## src/rtl/i2lbs_pixel_feeder.sv

```systemverilog
// i2lbs_pixel_feeder: buffers camera pixels in a FIFO, stamps raster coordinates
// and issues them to I2LBS with a one-cycle strobe while it requests pixels.
module i2lbs_pixel_feeder #(
  parameter int DATA_WIDTH_12                = 12,
  parameter int DATA_WIDTH_16                = 16,
  parameter int FRAME_ORIGINAL_CAMERA_WIDTH  = 10,
  parameter int FRAME_ORIGINAL_CAMERA_HEIGHT = 10,
  parameter int FIFO_DEPTH                   = 8,
  parameter int FIFO_ADDR_WIDTH              = 3
) (
  input  logic                     clk,
  input  logic                     reset,
  input  logic                     i_pixel_valid,
  input  logic [DATA_WIDTH_16-1:0] i_pixel,
  input  logic                     i_frame_start,
  input  logic                     i_pixel_request,
  output logic                     o_ready,
  output logic [DATA_WIDTH_16-1:0] o_pixel,
  output logic [DATA_WIDTH_12-1:0] o_ori_x,
  output logic [DATA_WIDTH_12-1:0] o_ori_y,
  output logic                     o_enable_recieve_pixel,
  output logic                     o_frame_done,
  output logic                     o_overflow
);
  localparam int CW = FIFO_ADDR_WIDTH + 1;
  localparam logic [CW-1:0] L_DEPTH = CW'(FIFO_DEPTH);
  localparam logic [DATA_WIDTH_12-1:0] L_XMAX = DATA_WIDTH_12'(FRAME_ORIGINAL_CAMERA_WIDTH - 1);
  localparam logic [DATA_WIDTH_12-1:0] L_YMAX = DATA_WIDTH_12'(FRAME_ORIGINAL_CAMERA_HEIGHT - 1);

  typedef enum logic {S_IDLE, S_HOLD} state_t;

  state_t                     r_state, w_state_next;
  logic [DATA_WIDTH_16-1:0]   r_mem [FIFO_DEPTH];
  logic [FIFO_ADDR_WIDTH-1:0] r_wptr, r_rptr, w_waddr;
  logic [CW-1:0]              r_count;
  logic [DATA_WIDTH_12-1:0]   r_x_cnt, r_y_cnt, r_ori_x, r_ori_y;
  logic [DATA_WIDTH_16-1:0]   r_pixel;
  logic                       r_strobe, r_frame_done, r_overflow;
  logic                       w_empty, w_full, w_pop, w_push, w_last_x, w_last_y;

  assign w_empty  = r_count == '0;
  assign w_full   = r_count == L_DEPTH;
  assign w_pop    = r_state == S_IDLE && i_pixel_request && !w_empty && !i_frame_start;
  // a full FIFO still accepts a push when the head leaves in the same cycle
  assign w_push   = i_pixel_valid && (i_frame_start || !w_full || w_pop);
  assign w_waddr  = i_frame_start ? '0 : r_wptr;
  assign w_last_x = r_x_cnt == L_XMAX;
  assign w_last_y = r_y_cnt == L_YMAX;

  assign o_ready                = !w_full && reset;
  assign o_pixel                = r_pixel;
  assign o_ori_x                = r_ori_x;
  assign o_ori_y                = r_ori_y;
  assign o_enable_recieve_pixel = r_strobe;
  assign o_frame_done           = r_frame_done;
  assign o_overflow             = r_overflow;

  always_comb begin
    w_state_next = S_IDLE;
    if (!i_frame_start && r_state == S_IDLE) w_state_next = w_pop ? S_HOLD : S_IDLE;
  end

  always_ff @(posedge clk) begin
    if (!reset) r_state <= S_IDLE;
    else        r_state <= w_state_next;
  end

  always_ff @(posedge clk) begin
    if (w_push) r_mem[w_waddr] <= i_pixel;
  end

  always_ff @(posedge clk) begin
    if (!reset) begin
      r_wptr  <= '0;
      r_rptr  <= '0;
      r_count <= '0;
    end else if (i_frame_start) begin
      r_wptr  <= FIFO_ADDR_WIDTH'(w_push);
      r_rptr  <= '0;
      r_count <= CW'(w_push);
    end else begin
      if (w_push) r_wptr <= r_wptr + FIFO_ADDR_WIDTH'(1);
      if (w_pop)  r_rptr <= r_rptr + FIFO_ADDR_WIDTH'(1);
      r_count <= r_count + CW'(w_push) - CW'(w_pop);
    end
  end

  always_ff @(posedge clk) begin
    if (!reset) begin
      r_pixel      <= '0;
      r_ori_x      <= '0;
      r_ori_y      <= '0;
      r_x_cnt      <= '0;
      r_y_cnt      <= '0;
      r_strobe     <= 1'b0;
      r_frame_done <= 1'b0;
      r_overflow   <= 1'b0;
    end else if (i_frame_start) begin
      r_x_cnt      <= '0;
      r_y_cnt      <= '0;
      r_strobe     <= 1'b0;
      r_frame_done <= 1'b0;
      r_overflow   <= 1'b0;
    end else begin
      r_frame_done <= 1'b0;
      if (i_pixel_valid && !w_push) r_overflow <= 1'b1;
      if (r_state == S_IDLE) begin
        r_strobe <= w_pop;
        if (w_pop) begin
          r_pixel <= r_mem[r_rptr];
          r_ori_x <= r_x_cnt;
          r_ori_y <= r_y_cnt;
        end
      end else begin
        // counters still hold the issued pixel's coordinates during HOLD
        r_strobe     <= 1'b0;
        r_frame_done <= w_last_x && w_last_y;
        r_x_cnt      <= w_last_x ? '0 : r_x_cnt + DATA_WIDTH_12'(1);
        if (w_last_x) r_y_cnt <= w_last_y ? '0 : r_y_cnt + DATA_WIDTH_12'(1);
      end
    end
  end
endmodule

```

## config.mk

```make
export PLATFORM = sky130hd
export DESIGN_NAME = i2lbs_pixel_feeder
export DESIGN_NICKNAME = d
export VERILOG_FILES = /design/src/rtl/i2lbs_pixel_feeder.sv
export SDC_FILE = /design/constraint.sdc
export NUM_CORES = 1
export LEC_CHECK = 0
export ABC_CLOCK_PERIOD_IN_PS = 3400
export CAP_MARGIN = 15
export CORE_ASPECT_RATIO = 1.1
export CORE_UTILIZATION = 52
export CTS_CLUSTER_DIAMETER = 200
export DETAILED_ROUTE_END_ITERATION = 8
export GPL_ROUTABILITY_DRIVEN = 0
export PLACE_DENSITY = 0.75
export REMOVE_ABC_BUFFERS = 1
export SKIP_CTS_REPAIR_TIMING = 1
export SYNTH_ARGS = -nofsm -noshare
export SYNTH_HDL_FRONTEND = slang
export SYNTH_SLANG_ARGS = --single-unit
```

## constraint.sdc

```tcl
create_clock -name clk -period 3.4 [get_ports clk]
set_input_delay 0.68 -clock clk [delete_from_list [all_inputs] [get_ports clk]]
set_output_delay 0.68 -clock clk [all_outputs]
set_load 0.02 [all_outputs]
```

==> impl.org <==
** Final layout
- Fraction of final layout cells sized beyond drive strength 1 :: 14.1%
- Core utilization of the finished layout :: 64.3%
- In the final design database the tool counted 683 nets.
- Area Overhead vs Synth :: 20.0%
- Finished layout cell area :: 9760 µm²
- The repair_antennas step left the layout with diodes totalling 0.

** Synthesis
- The share of synthesized area in the top cell type comes to 47.2%.
- Asr flop ratio synth :: 0%
- Average instance area after synthesis :: 14.2 µm²
- Top post-synthesis cells by area :: edfxtp_1 (47%), dfxtp_1 (19%), mux4_2 (8.9%)
- Synthesis produced 574 cells.
- Summing every instance area after synthesis gives 8140 µm².
- Cell types with the highest counts after synthesis :: edfxtp_1 (128), dfxtp_1 (78), nand2_1 (60)
- Post-synth EDFFs :: 128
- The synthesized netlist contains 46 unique library cells.
- Yosys instantiated no cell more often than edfxtp_1.
- In this run, synthesis produced a sequential element count of 206.
- Yosys warnings :: 0
- The synthesized design spends more area on one cell type than any other, namely edfxtp_1.
- In the synthesized netlist the dominant register cell turns out to be edfxtp_1.
- Of the synthesized area, sequential elements account for 66.4%.

** Clock network
- TritonCTS built the clock tree.
- CTS placed an instance of clkbuf_16 at the clock tree root.
- Buffers from clock root to sink, at most :: 3
- CTS built an H-tree with a depth of 1.
- Total clock buffers created by CTS :: 22
- Insertion delay to the later sink of the worst-skew pair :: 0.50 ns
- Clock Pin Slew Worst Setup and Hold Paths :: 0.06 ns
- The clock drives 206 sinks.

** GRT
- Gr usage total :: 20.9%
- Initial antenna violation count :: 0
- Global-route layer with the greatest usage :: met2
- Global routing consumed, on the met2 layer, 38.6% of the routing resources.
- The number of global-route vias before repair was 4982.
- Grt met1 use :: 25.2%
- For this run the aggregate overflow at the end of global routing stands at 0.
- The first global-routing pass estimated 25900 µm of wire.
- Pin count of the biggest net entering global routing :: 47
- Global routing used 3.08% of the available met3 tracks.

** Pwr
- Areal power density over the cells :: 534 nW/µm²
- Share of power burned in the clock network :: 42.7%
- Portion of total power attributed to sequential cells :: 52.2%
- Leakage Power :: 3.09 nW
- Design Power :: 5.22 mW
- IR analysis of the VDD net gives a maximum drop of 0.000460 V.
- Logic pwr share :: 5.2%
- The internal portion of the total power is 4.10 mW.
- Net switching is 21.4% of the power.
- Net switching component of the power :: 1.11 mW

** Worst setup path
- Arrival time of the worst setup path :: 2.30 ns
- Reg2reg setup slack :: 0.79 ns
- Critical Path Sink Type :: output pin
- STA classifies the critical path startpoint as a register.
- In this run the critical register-to-register path is captured at r_count[1].
- Required time worst endpoint :: 2.72 ns
- The critical path is of the reg2out type.
- The startpoint identified for the worst register-to-register timing path is r_count[2].
- Maximum fanout along the worst path :: 3
- For the worst flop-to-flop path, the logic depth is 9.

** Die
- Cell Rows :: 47
- Floorplan die height :: 133 µm
- Placeable core region :: 15200 µm²
- Die ar. :: 16200 µm²
- Once the floorplan was initialized, standard cells occupied 53.6% of the core.
- During I/O placement, the number of pins put on the boundary was 65.
- Die X-Extent :: 121 µm

** STA
- Max Freq :: 336 MHz
- Shortest clock period the worst path allows after layout :: 2.98 ns
- The worst pin sits at a relative slew slack of 51.2%.
- Setup repair after global routing left no endpoint under its margin.
- Number of max-slew violations in the final report :: 0
- Worst Clk Skew :: 0.0118 ns
- For the pin with the worst max-slew slack, the measured transition is 0.732 ns.
- Setup violations remaining at the end of the flow were counted as 0.
- The number of hold violations in the final report came to 0.
- Final period util :: 87.6%

** Min path
- The min-delay analysis places its worst path in the category reg2reg.
- Counting instances, the worst hold path has a depth of 2.
- Startpoint of the most critical hold path :: o_ori_x[5]
- Hold Crit Endpoint :: o_ori_x[5]

** Placement
- Input/output buffers :: 64
- Summed over all nets, the half-perimeter wirelength after detailed placement is 10100 µm.
- After detailed placement, the total cell area comes to 9080 µm².

** Route
- First-pass DRT Iterations :: 5
- The detailed router placed 4924 vias in this run.
- The first routing iteration left 328 violations.
- In the final routed layout, each cell accounts on average for 18.6 µm.
- After detailed routing, the number of remaining DRC violations is 0.
- Via density per instance :: 5.71
- Total Routed Length :: 16000 µm
- Once detail routing completed, the nets flagged for antenna violations numbered 0.

** Outcome
- The run finished with clean final reports.

** Flow run
- Max-cap violations :: 0
power by group through the flow:
stage               logic (mW)  clock network [mW]  registers, mW
floorplan                0.118                   0           2.79
global placement         0.264                   0           2.77
detailed placement       0.274                   0           2.77
CTS                      0.275                2.27           2.72
global route             0.296                2.35           2.72
finish                   0.271                2.22           2.72
worst max-delay path: stages (launching register included):
cell and delay [ns]:
dfxtp_1 0.29, inv_1 0.10, ha_1 0.18, or3b_2 0.50, and2_1 0.19, clkdlybuf4s50_1 0.54
worst max path at each step:
stage                         start          to  slack, ns  depth (start not counted)
floorplan           i_pixel_request  r_count[2]      -0.41                          9
global placement    i_pixel_request  r_count[2]       0.56                          9
detailed placement    i_frame_start  r_count[1]       0.52                          7
CTS                      r_count[2]     o_ready       0.40                          5
global route             r_count[2]     o_ready       0.35                          5
finish                   r_count[2]     o_ready       0.42                          5
metrics by stage:
step	setup WS [ns]	TNS (ns)	hold WS, ns	instances
after global routing	0.349	0	0.476	862
after global placement	0.562	0	0.452	822
after CTS	0.396	0	0.463	862
after detailed placement	0.522	0	0.456	822
final	0.422	0	0.457	862
after floorplan	-0.415	-1.97	0.460	545
cell families (layout without fill, tap and decap cells):
group                    count (synthesis)  count (layout)  share of synthesized area (%)
XOR/XNOR                                15              15                           1.61
adder cells (fa/ha/maj)                 12              12                           1.94
AND/OR/NAND/NOR                        154             154                           9.59
buffers and inverters                   43             135                           2.09
AO/OA/AOI/OAI                           92              92                           7.03
multiplexers                            52              52                           11.3
flip-flops                             206             206                           66.4
sequential cells by signal, summed over array words and instances, names as in the netlist:
register                cells
o_enable_recieve_pixel      1
o_frame_done                1
o_ori_x                    12
o_ori_y                    12
o_overflow                  1
o_pixel                    16
r_count                     4
r_mem                     128
r_rptr                      3
r_state                     1
r_wptr                      3
r_x_cnt                    12
r_y_cnt                    12
cells in the final DEF (no fill, tap or decap), types with 3 or more instances in the layout:
master             n
mux2i_1           20
nand4_1            8
a31oi_1            4
xor2_1             5
or3_1              9
nand2_1           60
nand3_1            6
nor3_1             6
clkinv_2           5
clkbuf_16         23
nor3_2             3
nor4b_1            3
or4_1              3
nor2_1            32
clkinv_1           4
clkdlybuf4s50_1   64
ha_1              11
edfxtp_1         128
o21ai_0           27
dfxtp_1           77
nand2b_1           3
mux4_2            32
a21oi_1           29
a21boi_0          24
and2_1             5
clkbuf_1           4
xnor2_1           10
inv_1             14
buf_4             16
per-layer routing:
layer	routed length [µm]	vias to the layer above
li1	-	2295
met1	6470	2468
met2	8580	137
met3	712	24
met4	278	0
met5	0	-
cell type report:
cell class / count / area [µm²]
Fill cell: 1101 / 5410
Multi-Input combinational cell: 325 / 2590
Clock buffer: 29 / 618
Inverter: 14 / 52.6
Clock inverter: 11 / 67.6
Timing Repair Buffer: 81 / 781
Tap cell: 196 / 245
Sequential cell: 206 / 5410
Power figures use the tool's default switching activity.
==> variant (same flow settings) <==
Change the parameter `FIFO_ADDR_WIDTH` from 3 to 4.
--- a/src/rtl/i2lbs_pixel_feeder.sv
+++ b/src/rtl/i2lbs_pixel_feeder.sv
@@ -6,7 +6,7 @@
   parameter int FRAME_ORIGINAL_CAMERA_WIDTH  = 10,
   parameter int FRAME_ORIGINAL_CAMERA_HEIGHT = 10,
   parameter int FIFO_DEPTH                   = 8,
-  parameter int FIFO_ADDR_WIDTH              = 3
+  parameter int FIFO_ADDR_WIDTH              = 4
 ) (
   input  logic                     clk,
   input  logic                     reset,
Function: no difference found for any inputs over 4 cycles, from zero or initial values and one cycle with reset low; that may be too few to reach the edited logic, so the function may still have changed.
==> variant against the unedited design <==
Sequential cell count up 1. Setup slack worse by 0.029 ns. Area after synthesis up 1.3%. Via count up 2.3%. Final area up 1.3%. Fmax down 0.97%. Wire length up 2.6%. First-iteration DRC count up 9.5%. Global-route usage down 0.081 points. Combinational power up 35%. Power up 4.0%. Critical path type unchanged.
==> variant: results (changes against the unedited design) <==
.. list-table::
   :header-rows: 1

   * - Metric
     - Value
   * - Worst slack after detailed placement
     - 0.006966 ns (-0.5154 ns)
   * - Global Route Usage Sum
     - 20.81% (-0.081 points)
   * - End point of the most critical hold path
     - o_ori_y[8]
   * - Sum of met3 wire segment lengths after detailed routing
     - 896 um (+26%)
   * - Comb pwr share
     - 6.8% (+1.6 points)
   * - Ratio of cells with drive above 1 in the final layout
     - 14.60% (+0.48 points)
   * - Synthesized-area fraction occupied by xor and xnor cells
     - 1.487% (-0.13 points)
   * - TritonCTS Buffers
     - 21 (-4.5%)
   * - Arrival time of data at the critical path endpoint
     - 2.33 ns (+0.03 ns)
   * - Switching portion of total power
     - 21.36% (about the same)
   * - Area share of fa/ha/maj cells after synthesis
     - 2.215% (+0.28 points)
   * - Met3 Usage GRT
     - 3.741% (+0.66 points)
   * - Static Leakage
     - 3.105 nW (+0.36%)
   * - Fraction of the yosys area taken by sequential cells
     - 65.80% (-0.62 points)
   * - Met2 global-route usage
     - 37.01% (-1.6 points)
   * - Met1 demand-to-capacity share in global routing
     - 24.84% (-0.40 points)
   * - Clock network power consumption
     - 2.30 mW (+4%)
   * - Run status
     - finished, final reports clean
   * - Via Count
     - 5037 (+2.3%)
   * - Worst Reg-to-Reg Cells
     - 12 (+3)
   * - Number of global-route vias before repair
     - 5088 (+2.1%)
   * - Cell Count Post-Placement
     - 842 (+2.4%)
   * - Number of nets at the end of the flow
     - 705 (+3.2%)
   * - Instance area after placement
     - 9188 um2 (+1.2%)
   * - Final cell count without fillers
     - 881 (+2.2%)
   * - Commonest cells in the netlist
     - 128 x sky130_fd_sc_hd__edfxtp_1, 79 x sky130_fd_sc_hd__dfxtp_1, 70 x sky130_fd_sc_hd__nand2_1, 36 x sky130_fd_sc_hd__a21oi_1, 32 x sky130_fd_sc_hd__mux4_2
   * - Worst supply voltage drop on vdd
     - 548.5 uV (+19%)
   * - Share of synthesized area spent on multiplexers
     - 11.05% (-0.27 points)
[variant: cell types whose count changed after synthesis, moves of 3 or more]
cell	before	now
sky130_fd_sc_hd__a21oi_1	29	36
sky130_fd_sc_hd__a31oi_1	4	0
sky130_fd_sc_hd__and2_1	5	2
sky130_fd_sc_hd__buf_1	1	4
sky130_fd_sc_hd__clkbuf_1	21	16
sky130_fd_sc_hd__inv_1	14	18
sky130_fd_sc_hd__nand2_1	60	70
sky130_fd_sc_hd__nor2_1	32	25
sky130_fd_sc_hd__nor3_1	9	13
sky130_fd_sc_hd__nor4_1	2	5
sky130_fd_sc_hd__o21ai_0	27	22
sky130_fd_sc_hd__o31ai_1	0	3
sky130_fd_sc_hd__or4_1	3	6
[variant: cell type report]
cell class / instances / area, um2
clock buffer: 24 / 546.8
clock inverter: 14 / 150.1
fill: 1091 / 5400
inverter: 18 / 67.56
multi-input combinational: 337 / 2658
sequential: 207 / 5426
tap: 196 / 245.2
timing repair buffer: 85 / 795.8
